--- src/rtl/vm_patron.sv ---
// vm_patron: host-command sequencer for a vending machine model.
// Loads prices, feeds coins, issues buy/return and collects the 6-beat response.
module vm_patron (
   input  logic        clk,
   input  logic        rst_n,
   input  logic        cmd_valid,
   output logic        cmd_ready,
   input  logic [1:0]  cmd_op,
   input  logic [29:0] cmd_data,
   output logic        in_item_valid,
   output logic [4:0]  in_item_price,
   output logic        in_coin_valid,
   output logic [5:0]  in_coin,
   output logic [2:0]  in_buy_item,
   output logic        in_rtn_coin,
   input  logic [8:0]  out_monitor,
   input  logic        out_valid,
   input  logic [3:0]  out_consumer,
   input  logic [5:0]  out_sell_num,
   output logic        res_valid,
   output logic [2:0]  res_item,
   output logic [8:0]  res_change,
   output logic [35:0] res_sold,
   output logic        res_err,
   output logic        res_mismatch
);
   localparam logic [1:0] OP_PRICE = 2'b00;
   localparam logic [1:0] OP_COIN  = 2'b01;
   localparam logic [1:0] OP_RTN   = 2'b11;

   typedef enum logic [2:0] {
      S_IDLE, S_PRICE, S_COIN, S_REQ, S_WAIT, S_COLLECT, S_DONE
   } state_t;

   state_t      state_q, state_d;
   logic [1:0]  op_q, op_d;
   logic [29:0] data_q, data_d;
   logic [3:0]  cnt_q, cnt_d;
   logic [8:0]  credit_q, credit_d;
   logic        err_q, err_d;
   logic        mism_q, mism_d;
   logic [23:0] con_q, con_d;
   logic [35:0] sold_q, sold_d;
   logic [2:0]  res_item_q, res_item_d;
   logic [8:0]  res_change_q, res_change_d;
   logic [35:0] res_sold_q, res_sold_d;
   logic        res_err_q, res_err_d;
   logic        res_mismatch_q, res_mismatch_d;
   logic [3:0]  beat;
   logic [2:0]  item;

   assign item = data_q[2:0];

   function automatic logic [8:0] sat_add(input logic [8:0] a, input logic [5:0] b);
      logic [9:0] s;
      s = {1'b0, a} + {4'd0, b};
      return s[9] ? 9'd511 : s[8:0];
   endfunction

   // Coin weights 50/20/10/5/1 as shift-add terms, wrapping in 9 bits.
   function automatic logic [8:0] change_of(input logic [23:0] c);
      logic [8:0] b2, b3, b4, b5, b6;
      b2 = {5'd0, c[7:4]};
      b3 = {5'd0, c[11:8]};
      b4 = {5'd0, c[15:12]};
      b5 = {5'd0, c[19:16]};
      b6 = {5'd0, c[23:20]};
      return (b2 << 5) + (b2 << 4) + (b2 << 1) + (b3 << 4) + (b3 << 2)
           + (b4 << 3) + (b4 << 1) + (b5 << 2) + b5 + b6;
   endfunction

   function automatic logic [4:0] price_of(input logic [29:0] d, input logic [3:0] k);
      case (k)
         4'd0:    return d[4:0];
         4'd1:    return d[9:5];
         4'd2:    return d[14:10];
         4'd3:    return d[19:15];
         4'd4:    return d[24:20];
         default: return d[29:25];
      endcase
   endfunction

   always_comb begin
      state_d        = state_q;
      op_d           = op_q;
      data_d         = data_q;
      cnt_d          = cnt_q;
      credit_d       = credit_q;
      err_d          = err_q;
      mism_d         = mism_q;
      con_d          = con_q;
      sold_d         = sold_q;
      res_item_d     = res_item_q;
      res_change_d   = res_change_q;
      res_sold_d     = res_sold_q;
      res_err_d      = res_err_q;
      res_mismatch_d = res_mismatch_q;
      beat           = 4'd0;
      cmd_ready      = 1'b0;
      in_item_valid  = 1'b0;
      in_item_price  = 5'd0;
      in_coin_valid  = 1'b0;
      in_coin        = 6'd0;
      in_buy_item    = 3'd0;
      in_rtn_coin    = 1'b0;
      res_valid      = 1'b0;
      case (state_q)
         S_IDLE: begin
            cmd_ready = 1'b1;
            if (cmd_valid) begin
               op_d   = cmd_op;
               data_d = cmd_data;
               cnt_d  = 4'd0;
               case (cmd_op)
                  OP_PRICE: begin
                     state_d  = S_PRICE;
                     credit_d = 9'd0;
                  end
                  OP_COIN: state_d = S_COIN;
                  default: state_d = S_REQ;
               endcase
            end
         end
         S_PRICE: begin
            in_item_valid = 1'b1;
            in_item_price = price_of(data_q, cnt_q);
            cnt_d         = cnt_q + 4'd1;
            if (cnt_q == 4'd5) state_d = S_IDLE;
         end
         S_COIN: begin
            in_coin_valid = 1'b1;
            in_coin       = data_q[5:0];
            credit_d      = sat_add(credit_q, data_q[5:0]);
            state_d       = S_IDLE;
         end
         S_REQ: begin
            mism_d  = (out_monitor != credit_q);
            con_d   = 24'd0;
            sold_d  = 36'd0;
            cnt_d   = 4'd0;
            err_d   = 1'b0;
            state_d = S_WAIT;
            if (op_q == OP_RTN) begin
               in_rtn_coin = 1'b1;
            end else if (item == 3'd0 || item == 3'd7) begin
               err_d   = 1'b1;
               state_d = S_DONE;
            end else begin
               in_buy_item = item;
            end
         end
         S_WAIT: begin
            if (out_valid) begin
               beat    = 4'd1;
               cnt_d   = 4'd1;
               state_d = S_COLLECT;
            end else if (cnt_q == 4'd15) begin
               err_d   = 1'b1;
               state_d = S_DONE;
            end else begin
               cnt_d = cnt_q + 4'd1;
            end
         end
         S_COLLECT: begin
            // cnt_q holds the number of beats already captured.
            if (out_valid) begin
               beat  = cnt_q + 4'd1;
               cnt_d = cnt_q + 4'd1;
               if (cnt_q == 4'd5) state_d = S_DONE;
            end else begin
               err_d   = 1'b1;
               state_d = S_DONE;
            end
         end
         S_DONE: begin
            res_valid = 1'b1;
            credit_d  = 9'd0;
            state_d   = S_IDLE;
         end
         default: state_d = S_IDLE;
      endcase
      for (int k = 1; k <= 6; k++) begin
         if (beat == k[3:0]) begin
            con_d[4*k-4 +: 4]  = out_consumer;
            sold_d[6*k-6 +: 6] = out_sell_num;
         end
      end
      // Results are frozen on DONE entry so they are stable while res_valid is high.
      if (state_d == S_DONE) begin
         res_item_d     = con_d[2:0];
         res_change_d   = err_d ? 9'd0 : change_of(con_d);
         res_sold_d     = sold_d;
         res_err_d      = err_d;
         res_mismatch_d = mism_d;
      end
   end

   always_ff @(posedge clk or negedge rst_n) begin
      if (!rst_n) begin
         state_q        <= S_IDLE;
         op_q           <= 2'd0;
         cnt_q          <= 4'd0;
         credit_q       <= 9'd0;
         err_q          <= 1'b0;
         mism_q         <= 1'b0;
         res_item_q     <= 3'd0;
         res_change_q   <= 9'd0;
         res_sold_q     <= 36'd0;
         res_err_q      <= 1'b0;
         res_mismatch_q <= 1'b0;
      end else begin
         state_q        <= state_d;
         op_q           <= op_d;
         cnt_q          <= cnt_d;
         credit_q       <= credit_d;
         err_q          <= err_d;
         mism_q         <= mism_d;
         res_item_q     <= res_item_d;
         res_change_q   <= res_change_d;
         res_sold_q     <= res_sold_d;
         res_err_q      <= res_err_d;
         res_mismatch_q <= res_mismatch_d;
      end
   end

   // Payload registers are always written before they are read, so they carry no reset.
   always_ff @(posedge clk) begin
      data_q <= data_d;
      con_q  <= con_d;
      sold_q <= sold_d;
   end

   assign res_item     = res_item_q;
   assign res_change   = res_change_q;
   assign res_sold     = res_sold_q;
   assign res_err      = res_err_q;
   assign res_mismatch = res_mismatch_q;
endmodule

--- config.mk ---
export PLATFORM = sky130hd
export DESIGN_NAME = vm_patron
export DESIGN_NICKNAME = d
export VERILOG_FILES = /design/src/rtl/vm_patron.sv
export SDC_FILE = /design/constraint.sdc
export NUM_CORES = 1
export LEC_CHECK = 0
export BUFFER_PORTS_ARGS = -buffer_cell sky130_fd_sc_hd__buf_2
export CAP_MARGIN = 20
export CORE_ASPECT_RATIO = 1.5
export CORE_MARGIN = 5
export CORE_UTILIZATION = 61
export DETAILED_ROUTE_END_ITERATION = 8
export PLACE_DENSITY_LB_ADDON = 0.05
export SLEW_MARGIN = 5
export SYNTH_ARGS = -nofsm -noshare
export SYNTH_HDL_FRONTEND = slang
export SYNTH_SLANG_ARGS = --single-unit
--- constraint.sdc ---
create_clock -name clk -period 8.7 [get_ports clk]
set_input_delay 1.74 -clock clk [delete_from_list [all_inputs] [get_ports clk]]
set_output_delay 1.74 -clock clk [all_outputs]
set_load 0.02 [all_outputs]
==> impl_metrics.json, run 1 <==
{
  "dr.pass1.iters": 5,
  "async_flop_share_pct": 44.0,
  "drive_gt1_share_pct": 26.3,
  "num_rows": 50,
  "cellPowerDensity_mw_per_mm2": 386,
  "cts_max_level": 4,
  "synth_warnings": 0,
  "antenna_found_initial": 0,
  "hold_class": "flip-flop to flip-flop",
  "cts_sinks": 159,
  "drv_slew": 0,
  "cp.arrival_ps": 7110,
  "fin_nets": 909,
  "setup_tns_ps": 0,
  "mostFrequentLayoutCells": "buf_2, nand2_1, dfrtp_1, dfxtp_1, inv_1",
  "yosys_most_used_dff": "dfrtp_1",
  "grt_pass1_wl_mm": 28.2,
  "syn_area_mm2": 0.00766,
  "synth_compound_area_share_pct": 11.7,
  "setup_violations": 0,
  "clockBufferDepth": 2,
  "period_needed_ps": 6800,
  "grt_pass1_vias": 5763,
  "cts_setup_buffers": 0,
  "fmax_ghz": 0.147,
  "n_antenna_cell": 0,
  "dpl-instance-area_mm2": 0.00836,
  "synth.yosys.seq_area_share_pct": 50.0,
  "timing.rr.start": "cnt_q[0]$_DFFE_PN0P_",
  "wl_per_cell_um": 17.8,
  "synthToLayoutAreaGrowth_pct": 17.3,
  "synth_xor_area_share_pct": 2.29,
  "grt_overflow_total": 0,
  "wirelength_mm": 17.4,
  "tightest_slew_ps": 1000,
  "die_area_mm2": 0.0149,
  "hold_violations": 0,
  "cp-end-kind": "flip-flop",
  "core_mm2": 0.0124,
  "r2r_slack_ps": 2060,
  "power_mw": 3.47,
  "netlist_instances": 694,
  "cts_hold_buf": 0,
  "start_kind": "primary input",
  "hold_depth": 2,
  "root_buffer": "clkbuf_16",
  "num_io_pins": 124,
  "synth.area.mux_share_pct": 11.0,
  "synth_edf_count": 30,
  "finalNonFillerCells": 977,
  "fin_area_mm2": 0.00899,
  "regArea_mm2": 0.00383,
  "synthAdderAreaFrac_pct": 9.76,
  "die_height_um": 147,
  "rsz0062_at_grt": "no",
  "timing.hold.ws_ps": 467,
  "worst-endpoint-required_ps": 9010,
  "path_class": "primary input to flip-flop",
  "outcome": "complete, no violations",
  "grt_max_degree": 71,
  "vias": 5445,
  "start_util_pct": 61.9,
  "num-fill-cells": 961,
  "final_common_cell": "buf_2",
  "avgSynthCellArea_um2": 11.0,
  "maxCapViolations": 0,
  "holdCritStartpoint": "sold_q[3]$_DFF_P_",
  "post-dp-hpwl_mm": 12.7,
  "place_congestion": 0.831,
  "cts_tree": "built",
  "ys_ff_latch": 159,
  "synth_top_family_by_area": "compound AO/OA/AOI/OAI gates",
  "synthSimpleGateAreaFrac_pct": 10.6,
  "die_w_um": 102,
  "ir_drop_mv": 0.198,
  "cts_resized": 0,
  "min_to": "sold_q[3]$_DFF_P_",
  "reg2reg_depth": 21,
  "port_buffers": 123,
  "path_max_fanout": 19,
  "relSlewSlack_pct": 33.1,
  "insertion_delay_ps": 430,
  "timing.rr.end": "res_change[8]$_DFFE_PN0N_",
  "dpl.cell_count": 945,
  "startpoint": "out_valid",
  "syn_nets": 795,
  "cts_buffers": 17,
  "yosysUniqueCellTypes": 65,
  "ant_nets": 0,
  "clock_skew_ps": 15.3,
  "dr.first_iter.drc_count": 247,
  "period_share_pct": 78.1,
  "multi_input_area_mm2": 0.00348,
  "drc": 0,
  "vias_per_cell": 5.57,
  "leakage_nw": 4.26,
  "grt_use_total_pct": 24.2,
  "clkSlewWorstSetupHoldPaths_ps": 80
}
-- layer usage --
layer,share of wire [%],vias to the layer above,track usage (%)
met2,55,135,43.7
met1,39,2654,28.2
met3,4.9,22,4.75
met5,0,-,0
li1,-,2634,-
met4,1.7,0,8.05
-- cell usage after synthesis (all sizes together), types with 2 or more instances --
| cell | number | area share, % |
|---|---|---|
| fa | 23 | 6.0 |
| nand4b | 2 | 0.31 |
| a21o | 8 | 0.78 |
| a222oi | 4 | 0.52 |
| a31oi | 5 | 0.41 |
| o21ai | 44 | 2.9 |
| nand2b | 3 | 0.24 |
| or2 | 2 | 0.16 |
| a211oi | 2 | 0.20 |
| o21a | 17 | 1.7 |
| nand3 | 11 | 0.72 |
| xor2 | 3 | 0.34 |
| mux2 | 42 | 6.2 |
| dfrtp | 70 | 23 |
| nand2 | 90 | 4.4 |
| and3 | 8 | 0.65 |
| edfxtp | 30 | 12 |
| o31ai | 3 | 0.29 |
| nand3b | 2 | 0.20 |
| mux2i | 34 | 4.8 |
| ha | 23 | 3.8 |
| nor2b | 6 | 0.49 |
| xnor2 | 17 | 1.9 |
| or3 | 5 | 0.47 |
| o21bai | 3 | 0.29 |
| nor3 | 5 | 0.33 |
| a22oi | 10 | 0.98 |
| clkbuf | 16 | 0.78 |
| a21oi | 16 | 1.0 |
| dfxtp | 59 | 15 |
| a22o | 8 | 0.91 |
| buf | 17 | 1.3 |
| a21boi | 3 | 0.34 |
| nor2 | 32 | 1.7 |
| and2 | 2 | 0.16 |
| o22ai | 2 | 0.16 |
| inv | 51 | 2.5 |
-- registers in the layout (all words and copies together), names as in the netlist --
name / cells
res_item: 3
cnt_q: 4
state_q: 3
res_mismatch: 1
data_q: 30
credit_q: 9
res_change: 9
op_q: 2
res_sold: 36
sold_q: 36
res_err: 1
mism_q: 1
err_q: 1
con_q: 23
-- layout make-up --
type | instances | share of cell area (%)
clock buffer | 17 | 4.73
tap | 156 | 2.17
clock inverter | 15 | 2.27
inverter | 52 | 2.17
timing repair buffer | 128 | 7.27
multi-input combinational | 450 | 38.7
sequential | 159 | 42.7
-- power by group --
| group | switching (mW) | internal, mW | leakage [nW] |
|---|---|---|---|
| logic | 0.912 | 0.603 | 2.28 |
| registers | 0.154 | 1.04 | 1.68 |
| clock network | 0.360 | 0.397 | 0.304 |
| total | 1.43 | 2.04 | 4.26 |
-- how the worst max path moves through the flow --
stage | cells after the start | end
floorplan | 22 | res_change[8]$_DFFE_PN0N_
global placement | 20 | res_change[8]$_DFFE_PN0N_
detailed placement | 20 | res_change[8]$_DFFE_PN0N_
CTS | 21 | res_change[8]$_DFFE_PN0N_
global route | 20 | res_change[8]$_DFFE_PN0N_
finish | 21 | res_change[8]$_DFFE_PN0N_
-- critical path, cell delays in order --
cell	delay, ps
buf_2	140
nand4b_2	220
or3_4	430
o32ai_4	450
nor2_1	130
a21o_1	210
inv_1	150
fa_1	460
fa_1	540
inv_1	60
fa_1	550
inv_1	60
fa_1	490
inv_1	40
ha_1	210
fa_1	410
a21o_1	200
a21oi_1	170
xnor2_1	150
xnor2_1	90
a22o_1	200
-- per-stage QoR --
stage | util, % | setup WS (ps)
after floorplan | - | 2050
after global placement | 67.5 | 1580
after detailed placement | 67.5 | 1470
after CTS | 72.6 | 1870
after global routing | 72.6 | 1600
final | 72.6 | 1900
-- cells by family (layout without fill, tap and decap cells) --
family                     count (synthesis)  after routing
and+or+nand+nor                          175            175
DFF                                      159            159
AOI/OAI and AO/OA                        133            133
buffers and inverters                     85            212
muxes                                     76             76
adders and majority gates                 46             46
xor gates and xnor gates                  20             20
(Power assumes the default switching activity.)
==> run 2, diff against run 1 <==
CORE_UTILIZATION = 51   (was 61)
clock period = 5.58 ns   (was 8.7 ns; I/O delays follow)
==> impl_metrics.json, run 2 (synthesized netlist as in run 1, its figures left out) <==
{
  "outcome": "complete, no violations",
  "num_rows": 55,
  "cts_tree": "built",
  "num-fill-cells": 1278,
  "path_class": "primary input to flip-flop",
  "wl_per_cell_um": 17.0,
  "relSlewSlack_pct": 30.1,
  "dr.pass1.iters": 7,
  "setup_violations": 0,
  "mostFrequentLayoutCells": "buf_2, nand2_1, dfrtp_1, dfxtp_1, inv_1",
  "cellPowerDensity_mw_per_mm2": 586,
  "drv_slew": 0,
  "grt_pass1_wl_mm": 29.7,
  "grt_overflow_total": 0,
  "maxCapViolations": 0,
  "die_area_mm2": 0.0176,
  "grt_max_degree": 71,
  "num_io_pins": 124,
  "post-dp-hpwl_mm": 13.6,
  "dr.first_iter.drc_count": 264,
  "cp.arrival_ps": 5720,
  "regArea_mm2": 0.00383,
  "start_util_pct": 51.3,
  "grt_use_total_pct": 21.7,
  "rsz0062_at_grt": "yes",
  "clock_skew_ps": 6.63,
  "cp-end-kind": "flip-flop",
  "n_antenna_cell": 0,
  "core_mm2": 0.0149,
  "startpoint": "out_valid",
  "vias": 5672,
  "timing.hold.ws_ps": 466,
  "wirelength_mm": 18.1,
  "place_congestion": 0.882,
  "period_share_pct": 96.9,
  "cts_hold_buf": 0,
  "period_needed_ps": 5410,
  "synthToLayoutAreaGrowth_pct": 22.9,
  "holdCritStartpoint": "con_q[2]$_DFF_P_",
  "drc": 0,
  "tightest_slew_ps": 1050,
  "dp_slack_ps": -339,
  "final_common_cell": "buf_2",
  "multi_input_area_mm2": 0.00354,
  "hold_depth": 2,
  "vias_per_cell": 5.33,
  "clockBufferDepth": 2,
  "worst-endpoint-required_ps": 5890,
  "drive_gt1_share_pct": 31.3,
  "clkSlewWorstSetupHoldPaths_ps": 70,
  "hold_violations": 0,
  "reg2reg_depth": 21,
  "die_w_um": 110,
  "fin_nets": 954,
  "grt_pass1_vias": 6051,
  "hold_class": "flip-flop to flip-flop",
  "cts_max_level": 4,
  "ir_drop_mv": 0.368,
  "cts_buffers": 17,
  "leakage_nw": 4.49,
  "fmax_ghz": 0.185,
  "cts_sinks": 159,
  "antenna_found_initial": 1,
  "ant_nets": 0,
  "root_buffer": "clkbuf_16",
  "insertion_delay_ps": 420,
  "worst_slack_ps": 174,
  "port_buffers": 123,
  "timing.rr.start": "cnt_q[0]$_DFFE_PN0P_",
  "start_kind": "primary input",
  "path_max_fanout": 5,
  "die_height_um": 160
}
[run 2: cell type report]
cell class                 count  area share (%)
sequential                   159            40.7
multi-input combinational    450            37.7
timing repair buffer         173            10.7
clock buffer                  18            4.67
tap                          199            2.64
inverter                      52            2.07
clock inverter                14            1.54
[run 2: final timing paths]
check | endpoint | slack, ps
setup / recovery | res_change[8]$_DFFE_PN0N_ | 170
hold / removal | con_q[2]$_DFF_P_ | 470
setup reg to reg | res_change[8]$_DFFE_PN0N_ | 210
hold reg to reg | con_q[2]$_DFF_P_ | 470
max in group asynchronous | res_change[0]$_DFFE_PN0N_ | 4040
min in group asynchronous | res_sold[32]$_DFFE_PN0N_ | 930
[run 2: what timing repair did]
action                     in CTS  in global routing
gates resized for setup         0                  5
setup endpoints to repair       0                  1
buffers inserted                0                  3
[run 2: where the power goes]
| group | leakage [nW] | total, mW | internal [mW] | switching, mW |
|---|---|---|---|---|
| Combinational | 2.53 | 2.55 | 1.07 | 1.48 |
| Sequential | 1.68 | 1.84 | 1.63 | 0.205 |
| Clock | 0.287 | 1.13 | 0.609 | 0.522 |
[run 2: per-layer routing]
metal / GRT usage [%] / routed length, um / up-vias
met5: 0 / 12 / -
met4: 7.71 / 454 / 2
met3: 4.77 / 801 / 38
li1: - / - / 2719
met1: 24.3 / 6970 / 2775
met2: 39.3 / 9850 / 138
[run 2: stage by stage]
| step | instances | util (%) | area [um^2] | setup TNS, ps | power (mW) |
|---|---|---|---|---|---|
| 6_report | 1065 | 63.0 | 9410 | 0 | 5.52 |
| 3_5_place_dp | 1030 | 58.7 | 8760 | -461 | 4.41 |
| 5_1_grt | 1065 | 63.0 | 9410 | -59.0 | 5.99 |
| 3_3_place_gp | 1030 | 58.7 | 8760 | -330 | 4.34 |
| 2_1_floorplan | 694 | - | 7730 | -159 | 3.60 |
| 4_1_cts | 1062 | 62.6 | 9350 | 0 | 5.57 |
[run 2: worst max-delay path, cell delays in order]
cell,delay (ps)
buf_2,120
nor2b_4,140
o211ai_1,130
buf_4,180
nor4b_4,270
buf_4,180
buf_4,120
nand2_1,70
o21ai_0,110
ha_1,300
xor2_1,190
fa_1,480
fa_1,520
inv_1,50
fa_1,470
inv_1,40
ha_2,180
fa_2,360
a21o_1,170
a21oi_2,120
xnor2_1,140
xnor2_1,90
a22o_1,170
==> run 3, diff against run 2 <==
ABC_AREA = 1   (was default)
==> impl_metrics.json, run 3 <==
{
  "place_congestion": 0.884,
  "synth.area.top_cells": "dfrtp_1, nand2_1, dfxtp_1",
  "fin_nets": 1192,
  "period_share_pct": 93.6,
  "dr.first_iter.drc_count": 284,
  "syn_nets": 1031,
  "cp.arrival_ps": 5540,
  "synth.area.mux_share_pct": 0,
  "start_kind": "flip-flop",
  "start_util_pct": 51.8,
  "ys_ff_latch": 159,
  "num_io_pins": 124,
  "synth_largest_area_cell": "dfrtp_1",
  "timing.critical_path.slowest_stage_cell": "fa_1",
  "async_flop_share_pct": 44.0,
  "grt_pass1_wl_mm": 32.5,
  "postLayoutCoreUtil_pct": 63.1,
  "num_rows": 55,
  "synth_commonest_cells": "nand2_1, inv_1, nand3_1",
  "root_buffer": "clkbuf_16",
  "die_height_um": 162,
  "netlist_instances": 930,
  "core_mm2": 0.0151,
  "synth_edf_count": 30,
  "grt_max_degree": 52,
  "yosysUniqueCellTypes": 42,
  "cts_setup_buffers": 0,
  "cts_resized": 0,
  "avgSynthCellArea_um2": 8.40,
  "synth_warnings": 0,
  "setup_violations": 0,
  "final_common_cell": "nand2_1",
  "timing.hold.ws_ps": 464,
  "wirelength_mm": 19.5,
  "wl_per_cell_um": 14.9,
  "synthAdderAreaFrac_pct": 9.58,
  "yosys_most_used_dff": "dfrtp_1",
  "cellPowerDensity_mw_per_mm2": 465,
  "drive_gt1_share_pct": 21.6,
  "clkSlewWorstSetupHoldPaths_ps": 70,
  "synth_xor_area_share_pct": 1.12,
  "rsz0062_at_grt": "no",
  "dr.pass1.iters": 4,
  "max_stage_delay_ps": 530,
  "grt_use_total_pct": 22.7,
  "cts_max_level": 4,
  "port_buffers": 123,
  "synth_top_family_by_area": "simple AND/OR/NAND/NOR gates",
  "ant_nets": 0,
  "cp-end-kind": "flip-flop",
  "mostFrequentLayoutCells": "nand2_1, buf_2, inv_1, nand3_1, dfrtp_1",
  "cts_tree": "built",
  "hold_violations": 0,
  "synthSimpleGateAreaFrac_pct": 26.5,
  "vias": 6417,
  "synthToLayoutAreaGrowth_pct": 21.8,
  "maxCapViolations": 0,
  "fmax_ghz": 0.191,
  "worst-endpoint-required_ps": 5900,
  "ir_drop_mv": 0.258,
  "post-dp-hpwl_mm": 14.6,
  "synth.yosys.seq_area_share_pct": 49.1,
  "die_w_um": 111,
  "path_class": "flip-flop to flip-flop",
  "tightest_slew_ps": 911,
  "synth_compound_area_share_pct": 6.36,
  "syn_area_mm2": 0.00781,
  "vias_per_cell": 4.92,
  "antenna_found_initial": 0,
  "synth_most_common_cell": "nand2_1",
  "relSlewSlack_pct": 39.2,
  "drc": 0,
  "clock_skew_ps": 12.1,
  "insertion_delay_ps": 440,
  "cts_hold_buf": 0,
  "hold_class": "flip-flop to flip-flop",
  "grt_overflow_total": 0,
  "n_antenna_cell": 0,
  "synth_top_cell_area_share_pct": 22.4,
  "cts_sinks": 159,
  "clockBufferDepth": 2,
  "cpMostUsedCell": "nand2_1",
  "die_area_mm2": 0.0179,
  "leakage_nw": 5.06,
  "grt_pass1_vias": 6471,
  "outcome": "complete, no violations",
  "period_needed_ps": 5220,
  "path_max_fanout": 7,
  "cts_buffers": 17,
  "drv_slew": 0
}
==> run 3: cell types whose count changed in the layout (fill, tap and decap cells not counted), sizes merged, moves of 8 or more <==
cell / previous run / this run
a21o: 8 / 0
a22oi: 10 / 0
and3: 8 / 0
xnor2: 17 / 3
o21a: 17 / 1
mux2i: 34 / 0
mux2: 42 / 0
inv: 60 / 128
nand3: 11 / 80
nor2: 32 / 48
o21ai: 44 / 54
nand2: 90 / 342
==> run 3: kinds of logic (layout without fill, tap and decap cells) <==
group / count (synthesis) / after routing
buffers and inverters: 142 / 316
adder cells (fa/ha/maj): 46 / 46
AND/OR/NAND/NOR: 487 / 487
XOR/XNOR: 10 / 10
AO/OA/AOI/OAI: 86 / 86
flip-flops: 159 / 159
==> run 3: area by class of cell <==
cell class	count	area, um^2
clock buffer	17	425
inverter	118	443
fill	1404	5560
sequential	159	3830
tap	199	249
multi-input combinational	629	3430
clock inverter	15	184
timing repair buffer	166	938
==> run 3: power by group <==
part / total, mW / switching (mW) / internal, mW / leakage, nW
clock network: 1.19 / 0.546 / 0.646 / 0.296
registers: 1.64 / 0.163 / 1.48 / 1.69
logic: 1.58 / 1.04 / 0.545 / 3.07
==> run 3: critical path: cells and delay by family (launching register included) <==
family,cells,cell delay [ps]
flip-flops,1,470
buffers and inverters,6,430
AO/OA/AOI/OAI,2,330
adder cells (fa/ha/maj),7,2870
AND/OR/NAND/NOR,12,990
==> run 3: final timing paths <==
| check | startpoint | end | slack, ps | cells after the start |
|---|---|---|---|---|
| setup / recovery | cnt_q[0]$_DFFE_PN0P_ | res_change[8]$_DFFE_PN0N_ | 360 | 27 |
| hold / removal | sold_q[20]$_DFF_P_ | sold_q[20]$_DFF_P_ | 460 | 2 |
| min in group asynchronous | rst_n | res_sold[14]$_DFFE_PN0N_ | 740 | 1 |
| setup reg to reg | cnt_q[0]$_DFFE_PN0P_ | res_change[8]$_DFFE_PN0N_ | 360 | 27 |
| max in group asynchronous | rst_n | cnt_q[0]$_DFFE_PN0P_ | 3800 | 2 |
| hold reg to reg | sold_q[20]$_DFF_P_ | sold_q[20]$_DFF_P_ | 460 | 2 |
==> run 3: per-stage QoR <==
stage	area [um^2]	setup TNS, ps	setup slack, ps	std cells	power, mW
4_1_cts	9480	0	216	1303	4.47
6_report	9510	0	355	1303	4.42
5_1_grt	9510	0	22.8	1303	4.74
2_1_floorplan	7810	0	7.19	930	2.73
3_5_place_dp	8870	-67.1	-67.1	1271	3.26
3_3_place_gp	8870	0	5.71	1271	3.24
==> run 3: routing by layer <==
layer | global-route usage [%] | part of all wire (%)
met3 | 5.02 | 4.9
met2 | 39.3 | 51
met1 | 27.2 | 41
met4 | 10.0 | 3.3
met5 | 0 | 0
